$ cat src/rtl/sdram_req_arbiter.sv
// Arbitrates CPU, loader and tape requests onto a single-outstanding SDRAM controller port.
// Fixed priority CPU > loader > tape, with a starvation override for tape and a WAIT timeout.
module sdram_req_arbiter #(
    parameter int unsigned TIMEOUT      = 31,
    parameter int unsigned STARVE_LIMIT = 4
) (
    input  logic        clk,
    input  logic        reset,

    input  logic [22:0] cpu_addr,
    input  logic [7:0]  cpu_din,
    input  logic        cpu_rd,
    input  logic        cpu_wr,
    output logic [7:0]  cpu_dout,
    output logic        cpu_wait,

    input  logic [22:0] ldr_addr,
    input  logic [7:0]  ldr_din,
    input  logic        ldr_wr,
    output logic        ldr_busy,
    output logic        ldr_ovf,

    input  logic [22:0] tape_addr,
    input  logic [7:0]  tape_din,
    input  logic        tape_rd,
    input  logic        tape_wr,
    output logic [7:0]  tape_dout,
    output logic        tape_ack,

    output logic [22:0] mem_addr,
    output logic [7:0]  mem_din,
    output logic        mem_rd,
    output logic        mem_wr,
    input  logic [7:0]  mem_dout,
    input  logic        mem_done,

    output logic        err_timeout
);

    localparam int unsigned TimerW  = (TIMEOUT > 1) ? $clog2(TIMEOUT) : 1;
    localparam int unsigned StarveW = (STARVE_LIMIT > 0) ? $clog2(STARVE_LIMIT + 1) : 1;

    typedef enum logic [1:0] {
        StIdle,
        StIssue,
        StWait
    } state_t;

    typedef enum logic [1:0] {
        SrcCpu,
        SrcLdr,
        SrcTape
    } src_t;

    state_t state;
    src_t   gsrc;
    src_t   gnext;

    logic [TimerW-1:0]  timer;
    logic [StarveW-1:0] starve;

    // CPU request capture
    logic        cpu_rd_q;
    logic        cpu_wr_q;
    logic        cpu_pend;
    logic        cpu_req_wr;
    logic [22:0] cpu_req_addr;
    logic [7:0]  cpu_req_din;

    // Loader one-deep buffer
    logic [22:0] ldr_req_addr;
    logic [7:0]  ldr_req_din;

    // Tape request capture
    logic        tape_pend;
    logic        tape_arm;
    logic        tape_req_wr;
    logic [22:0] tape_req_addr;
    logic [7:0]  tape_req_din;

    logic        cpu_rd_rise;
    logic        cpu_wr_rise;
    logic        cpu_cap;
    logic        ldr_cap;
    logic        ldr_drop;
    logic        tape_cap;
    logic        any_pend;
    logic        force_tape;
    logic        timer_hit;
    logic        finish;
    logic [7:0]  rdata;

    logic [22:0] next_addr;
    logic [7:0]  next_din;
    logic        next_wr;

    assign cpu_rd_rise = cpu_rd & ~cpu_rd_q;
    assign cpu_wr_rise = cpu_wr & ~cpu_wr_q;
    assign cpu_cap     = (cpu_rd_rise | cpu_wr_rise) & ~cpu_pend;
    assign ldr_cap     = ldr_wr & ~ldr_busy;
    assign ldr_drop    = ldr_wr & ldr_busy;
    assign tape_cap    = (tape_rd | tape_wr) & tape_arm & ~tape_pend;

    assign any_pend   = cpu_pend | ldr_busy | tape_pend;
    assign force_tape = tape_pend && (starve == StarveW'(STARVE_LIMIT));

    assign timer_hit = (timer == TimerW'(TIMEOUT - 1));
    // A done coinciding with the timeout wins, so the real data is kept
    assign finish    = (state == StWait) && (mem_done || timer_hit);
    assign rdata     = mem_done ? mem_dout : 8'hFF;

    assign cpu_wait = cpu_pend;

    always_comb begin
        gnext = SrcTape;
        if (force_tape) begin
            gnext = SrcTape;
        end else if (cpu_pend) begin
            gnext = SrcCpu;
        end else if (ldr_busy) begin
            gnext = SrcLdr;
        end else begin
            gnext = SrcTape;
        end
    end

    always_comb begin
        next_addr = tape_req_addr;
        next_din  = tape_req_din;
        next_wr   = tape_req_wr;
        case (gnext)
            SrcCpu: begin
                next_addr = cpu_req_addr;
                next_din  = cpu_req_din;
                next_wr   = cpu_req_wr;
            end
            SrcLdr: begin
                next_addr = ldr_req_addr;
                next_din  = ldr_req_din;
                next_wr   = 1'b1;
            end
            default: begin
                next_addr = tape_req_addr;
                next_din  = tape_req_din;
                next_wr   = tape_req_wr;
            end
        endcase
    end

    // Request capture: runs in every FSM state so requests queue up during a transaction
    always_ff @(posedge clk) begin
        if (reset) begin
            cpu_rd_q      <= 1'b0;
            cpu_wr_q      <= 1'b0;
            cpu_pend      <= 1'b0;
            cpu_req_wr    <= 1'b0;
            cpu_req_addr  <= '0;
            cpu_req_din   <= '0;
            ldr_busy      <= 1'b0;
            ldr_ovf       <= 1'b0;
            ldr_req_addr  <= '0;
            ldr_req_din   <= '0;
            tape_pend     <= 1'b0;
            tape_arm      <= 1'b1;
            tape_req_wr   <= 1'b0;
            tape_req_addr <= '0;
            tape_req_din  <= '0;
        end else begin
            cpu_rd_q <= cpu_rd;
            cpu_wr_q <= cpu_wr;

            if (cpu_cap) begin
                cpu_pend     <= 1'b1;
                cpu_req_wr   <= cpu_wr_rise;
                cpu_req_addr <= cpu_addr;
                cpu_req_din  <= cpu_din;
            end else if (finish && gsrc == SrcCpu) begin
                cpu_pend <= 1'b0;
            end

            if (ldr_cap) begin
                ldr_busy     <= 1'b1;
                ldr_req_addr <= ldr_addr;
                ldr_req_din  <= ldr_din;
            end else if (finish && gsrc == SrcLdr) begin
                ldr_busy <= 1'b0;
            end
            if (ldr_drop) begin
                ldr_ovf <= 1'b1;
            end

            if (tape_cap) begin
                tape_pend     <= 1'b1;
                tape_arm      <= 1'b0;
                tape_req_wr   <= tape_wr;
                tape_req_addr <= tape_addr;
                tape_req_din  <= tape_din;
            end else begin
                if (finish && gsrc == SrcTape) begin
                    tape_pend <= 1'b0;
                end
                // Level-sensitive tape requests must go idle before another is accepted
                if (!tape_rd && !tape_wr && !tape_pend) begin
                    tape_arm <= 1'b1;
                end
            end
        end
    end

    always_ff @(posedge clk) begin
        if (reset) begin
            state       <= StIdle;
            gsrc        <= SrcCpu;
            timer       <= '0;
            starve      <= '0;
            mem_rd      <= 1'b0;
            mem_wr      <= 1'b0;
            mem_addr    <= '0;
            mem_din     <= '0;
            cpu_dout    <= 8'hFF;
            tape_dout   <= 8'hFF;
            tape_ack    <= 1'b0;
            err_timeout <= 1'b0;
        end else begin
            mem_rd <= 1'b0;
            mem_wr <= 1'b0;
            case (state)
                StIdle: begin
                    if (any_pend) begin
                        state    <= StIssue;
                        gsrc     <= gnext;
                        mem_addr <= next_addr;
                        mem_din  <= next_din;
                        mem_rd   <= ~next_wr;
                        mem_wr   <= next_wr;
                        if (gnext == SrcTape) begin
                            starve <= '0;
                        end else if (tape_pend && starve != StarveW'(STARVE_LIMIT)) begin
                            starve <= starve + 1'b1;
                        end
                    end
                end
                StIssue: begin
                    state <= StWait;
                    timer <= '0;
                end
                StWait: begin
                    if (finish) begin
                        state <= StIdle;
                        if (!mem_done) begin
                            err_timeout <= 1'b1;
                        end
                        case (gsrc)
                            SrcCpu: begin
                                if (!cpu_req_wr) begin
                                    cpu_dout <= rdata;
                                end
                            end
                            SrcTape: begin
                                if (!tape_req_wr) begin
                                    tape_dout <= rdata;
                                end
                                tape_ack <= ~tape_ack;
                            end
                            default: ;
                        endcase
                    end else begin
                        timer <= timer + 1'b1;
                    end
                end
                default: state <= StIdle;
            endcase
        end
    end

endmodule

$ cat config.mk
export PLATFORM = sky130hd
export DESIGN_NAME = sdram_req_arbiter
export DESIGN_NICKNAME = d
export VERILOG_FILES = /design/src/rtl/sdram_req_arbiter.sv
export SDC_FILE = /design/constraint.sdc
export NUM_CORES = 1
export LEC_CHECK = 0
export ABC_AREA = 1
export CAP_MARGIN = 10
export CORE_AREA = 2 2 138 106
export CTS_CLUSTER_DIAMETER = 80
export CTS_CLUSTER_SIZE = 8
export DETAILED_ROUTE_END_ITERATION = 10
export DIE_AREA = 0 0 140 108
export HOLD_SLACK_MARGIN = 0.02
export PLACE_DENSITY = 0.76
export SKIP_CTS_REPAIR_TIMING = 1
export SYNTH_ARGS = -nofsm -noshare
export SYNTH_HDL_FRONTEND = slang
export SYNTH_SLANG_ARGS = --single-unit
$ cat constraint.sdc
create_clock -name clk -period 1.7 [get_ports clk]
set_clock_uncertainty 0.1 [all_clocks]
set_input_delay 0.51 -clock clk [delete_from_list [all_inputs] [get_ports clk]]
set_output_delay 0.51 -clock clk [all_outputs]
set_load 0.005 [all_outputs]
==> results of run 1 <==
==> worst register-to-register path: stages, from the launching register on <==
cell     delay, ns
dfxtp_1       0.34
inv_1         0.08
ha_1          0.17
nand2_1       0.09
o21ai_2       0.24
nand4_2       0.29
nand2_1       0.15
nand3_1       0.09
==> metrics by stage <==
stage	TNS, ns	setup slack (ns)
2_1_floorplan	0	0.218
3_3_place_gp	-22.01	-0.319
3_5_place_dp	-24.32	-0.369
4_1_cts	-10.45	-0.313
5_1_grt	-0.577	-0.0626
6_report	0	0.0362
==> Yosys cell counts, types with 6 or more instances <==
cell type and instances:
or2_2 8, nor2_1 143, clkbuf_1 31, dfxtp_1 165
o21ai_1 28, nand3_1 92, buf_6 6, buf_2 19
nand2_1 138, a21oi_1 104, nand4_1 18, inv_2 11
o21ai_0 70, inv_1 46
==> state kept, by name, summed over array words and instances (netlist names), 2 cells and up <==
register / count
cpu_req_din: 8
gsrc: 2
timer: 5
cpu_dout: 8
ldr_req_addr: 23
state: 2
tape_req_addr: 23
starve: 3
mem_din: 8
cpu_req_addr: 23
mem_addr: 23
ldr_req_din: 8
tape_dout: 8
tape_req_din: 8
==> report_power, final <==
group	switching, mW	total (mW)	internal [mW]
combinational	1.26	2.27	1.02
clock	1.65	3.90	2.24
sequential	0.188	4.45	4.26
==> final timing paths <==
| kind | cells past startpoint | slack, ns | start | endpoint |
|---|---|---|---|---|
| max | 7 | 0.04 | timer[0] | tape_dout[4] |
| min | 2 | 0.36 | tape_req_addr[5] | tape_req_addr[5] |
| max reg2reg | 7 | 0.04 | timer[0] | tape_dout[4] |
| min reg2reg | 2 | 0.36 | tape_req_addr[5] | tape_req_addr[5] |
==> layer usage <==
metal / wire length, um / global-route usage, %
met5: 0 / 0
met4: 162 / 6.71
met3: 1610 / 4.38
met2: 8580 / 37.2
met1: 9710 / 40.0
==> cell type report <==
| type | count | area [um^2] |
|---|---|---|
| multi-input cells | 629 | 3040 |
| inverters | 58 | 223 |
| repair buffers | 205 | 2290 |
| clock inverters | 13 | 158 |
| well taps | 175 | 219 |
| fillers | 1045 | 3960 |
| flip-flops and latches | 165 | 3330 |
| clock buffers | 18 | 439 |
==> cells by family after synthesis <==
kind of cell,share of synthesized area [%]
buf+inv,7.86
flops,48.6
compound gates,16.0
fa+ha+maj,0.737
xor+xnor,0.258
simple gates,26.6
==> qor.yml, run 1 <==
final_nets: 1189
drc: 8
grt_max_degree: 50
placed_cell_area_mm2: 0.00879
cts_buffer_depth: 2
yosysUniqueCellTypes: 35
gp_congestion: 0.907
path_common_cell: "nand2_1"
die_width_um: 140
min_period_ns: 1.66
mostFrequentLayoutCells: "dfxtp_1, nor2_1, nand2_1"
drt-pass1-iter-count: 8
holdWs_ns: 0.357
end_kind: "flip-flop"
layout_commonest_cell: "dfxtp_1"
overflow: 0
rsz0062_at_grt: "true"
pin_count: 163
setup.worst_path.class: "reg2reg"
place_inst: 1227
crit_path_start_kind: "flip-flop"
viasPerCell: 5.35
hold_violations: 0
worstSkewPairLatency_ns: 0.42
area_growth_syn_to_layout_pct: 42.7
htreeDepth: 4
clk_pin_slew_ns: 0.07
hp-class: "reg2reg"
leakagePower_nw: 4.49
yosys_warnings: 0
first_global_vias: 5854
syn_area_mm2: 0.00680
p_per_area_mw_per_mm2: 1100
ctsRootBufferMaster: "clkbuf_16"
fin_util_pct: 71.0
avgRoutedWirePerCell_um: 15.9
totalPowerFinal_mw: 10.6
grt.total_usage_pct: 25.9
instances_no_fill: 1263
yosysTopAreaCell: "dfxtp_1"
port_buffers: 162
path_buf_inv: 1
ys_seq_area_share_pct: 48.6
crit_chain: "inv_1 > ha_1 > nand2_1 > o21ai_2 > nand4_2 > nand2_1 > nand3_1"
worst_pin_slew_ns: 0.294
hpwlAfterDp_um: 13800
ys_seq_elements: 165
status: "finished, violations left"
numClockSinks: 165
period_share_pct: 97.9
die_h_um: 108
netlist_instances: 914
cts_buffers: 17
crit_family: "simple AND/OR/NAND/NOR gates"
slew_headroom_pct: 80.3
peakVddDrop_mv: 0.864
die-area_mm2: 0.0151
drive_above_1_share_pct: 13.3
synth_nets: 1027
cp.required_ns: 1.90
cp_slowest_stage_delay_ns: 0.34
drt-initial-drc-count: 609
setup_viol: 0
grt_pass1_wl_um: 30500
synth_ff_type: "dfxtp_1"
ys_async_sr_fraction_pct: 0
synth.top_cells.by_area: "dfxtp_1, nor2_1, a21oi_1"
critPathMaxFanout: 8
cp_slowest_cell: "dfxtp_1"
antenna_found_initial: 0
fmax_mhz: 601
arrival_ns: 1.86
cts_tree: "done"
start_util_pct: 49.8
netlist.area_leader.share_pct: 48.6
num_rows: 37
violations: "design-rule violations"
synth_edf_count: 0
avgSynthCellArea_um2: 7.43
vias: 6758
n_antenna_cell: 0
wirelength_um: 20100
fin_area_mm2: 0.00970
cap_violations: 0
ant_nets: 0
core_mm2: 0.0137
slew_violations: 0
Power figures use the tool's default switching activity.
==> inputs of run 2 (changes only) <==
--- a/config.mk
+++ b/config.mk
@@ -7,14 +7,15 @@
 export LEC_CHECK = 0
 export ABC_AREA = 1
 export CAP_MARGIN = 10
-export CORE_AREA = 2 2 138 106
+export CORE_AREA = 2 2 177 136
 export CTS_CLUSTER_DIAMETER = 80
 export CTS_CLUSTER_SIZE = 8
 export DETAILED_ROUTE_END_ITERATION = 10
-export DIE_AREA = 0 0 140 108
+export DIE_AREA = 0 0 179 138
 export HOLD_SLACK_MARGIN = 0.02
-export PLACE_DENSITY = 0.76
+export PLACE_DENSITY = 0.48
 export SKIP_CTS_REPAIR_TIMING = 1
 export SYNTH_ARGS = -nofsm -noshare
 export SYNTH_HDL_FRONTEND = slang
 export SYNTH_SLANG_ARGS = --single-unit
+export TNS_END_PERCENT = 1
==> run 2 against run 1 <==
Net effect:
- the flow now finishes without violations
- routed wire length grew 8.5%
- final cell count grew 11%
- via count shrank 5.3%
- hold slack lost 0.0031 ns
- clock-buffer cell count shrank 1
- worst setup slack lost 0.028 ns
- flip-flop and latch count is the same
- critical path depth grew 2
- sequential power is essentially flat
- global-route usage shrank 8.2 points
==> qor.yml, run 2 (synthesis results as in run 1) <==
status: "completed"
holdWs_ns: 0.354
reg2reg_slack_ns: 0.008
cap_violations: 0
die-area_mm2: 0.0247
grt.total_usage_pct: 17.6
hpwlAfterDp_um: 15800
hold_violations: 0
ant_nets: 0
peakVddDrop_mv: 0.612
die_h_um: 138
gp_congestion: 0.744
grt.met3_usage_pct: 3.60
critPathMaxFanout: 19
crit_path_start_kind: "flip-flop"
met1_usage_pct: 28.5
drive_above_1_share_pct: 13.4
end_kind: "flip-flop"
clk_pin_slew_ns: 0.07
hold_start: "err_timeout"
die_width_um: 179
use_met2_pct: 23.8
timing.rr.end: "mem_addr[15]"
viasPerCell: 4.56
setup.worst_path.class: "reg2reg"
worst_pin_slew_ns: 0.349
p_per_area_mw_per_mm2: 1090
slew_headroom_pct: 76.6
setup_tns_ns: 0
fin_util_pct: 42.6
slew_violations: 0
htreeDepth: 4
ctsRootBufferMaster: "clkbuf_16"
hp-class: "reg2reg"
first_global_vias: 5869
period_share_pct: 99.5
cts_tree: "done"
vias: 6397
drt-pass1-iter-count: 5
totalPowerFinal_mw: 10.8
cts_buffers: 17
start_util_pct: 29.2
layout_commonest_cell: "dfxtp_1"
num_rows: 49
n_antenna_cell: 0
top_usage_layer: "met1"
r2r-start: "starve[0]"
cp.required_ns: 1.91
setup_viol: 0
min_to: "err_timeout"
worstSkewPairLatency_ns: 0.43
rsz0062_at_grt: "true"
wirelength_um: 21800
arrival_ns: 1.90
worstHoldPathCells: 2
grt_max_degree: 59
grt_pass1_wl_um: 33400
avgRoutedWirePerCell_um: 15.5
antenna_found_initial: 0
final_nets: 1198
min_period_ns: 1.69
drc: 0
overflow: 0
port_buffers: 162
core_mm2: 0.0232
r2r_cells: 9
cts_buffer_depth: 2
area_growth_syn_to_layout_pct: 45.5
leakagePower_nw: 4.52
fmax_mhz: 591
drt-initial-drc-count: 368
mostFrequentLayoutCells: "dfxtp_1, nor2_1, nand2_1"
pin_count: 163
numClockSinks: 165
[run 2: layout make-up]
cell class | instances | area (um^2)
Clock buffer | 17 | 425
Tap cell | 306 | 383
Clock inverter | 15 | 195
Multi-Input combinational cell | 628 | 3000
Timing Repair Buffer | 215 | 2340
Fill cell | 2372 | 13300
Inverter | 58 | 218
Sequential cell | 165 | 3330
[run 2: critical path, stage by stage, from the launching register on]
cell and delay (ns):
dfxtp_1 0.33, inv_1 0.06, ha_1 0.22, nand3_4 0.12, nand2_4 0.07, inv_2 0.10
buf_12 0.17, nand3_1 0.22, nand2_1 0.13, a21oi_1 0.06
[run 2: how the worst max path moves through the flow]
stage              start         endpoint  slack [ns]  cells after the start
6_report       starve[0]     mem_addr[15]       0.008                      9
3_5_place_dp      cpu_wr  cpu_req_addr[0]       -0.41                      7
4_1_cts         cpu_wait         cpu_wait       -0.35                      1
5_1_grt         timer[0]     tape_dout[1]       -0.14                      7
2_1_floorplan  starve[0]      mem_addr[0]        0.22                      8
3_3_place_gp      cpu_wr   cpu_req_din[4]       -0.38                      7
[run 2: where the power goes]
group / internal (mW) / leakage (nW) / switching, mW
Combinational: 1.03 / 2.85 / 1.26
Clock: 2.36 / 0.302 / 1.71
Sequential: 4.26 / 1.36 / 0.186
Total: 7.65 / 4.52 / 3.15
[run 2: stage by stage]
| step | instance area, um^2 | setup slack (ns) | instances |
|---|---|---|---|
| after floorplan | 6800 | 0.218 | 914 |
| after global placement | 9070 | -0.376 | 1372 |
| after detailed placement | 9070 | -0.408 | 1372 |
| after CTS | 9690 | -0.353 | 1404 |
| after global routing | 9890 | -0.142 | 1404 |
| final | 9890 | 0.00784 | 1404 |
[run 2: layer usage]
metal | up-vias | share of wire, %
li1 | 3350 | -
met1 | 2895 | 54
met2 | 143 | 40
met3 | 9 | 5.3
met4 | 0 | 0.56
met5 | - | 0
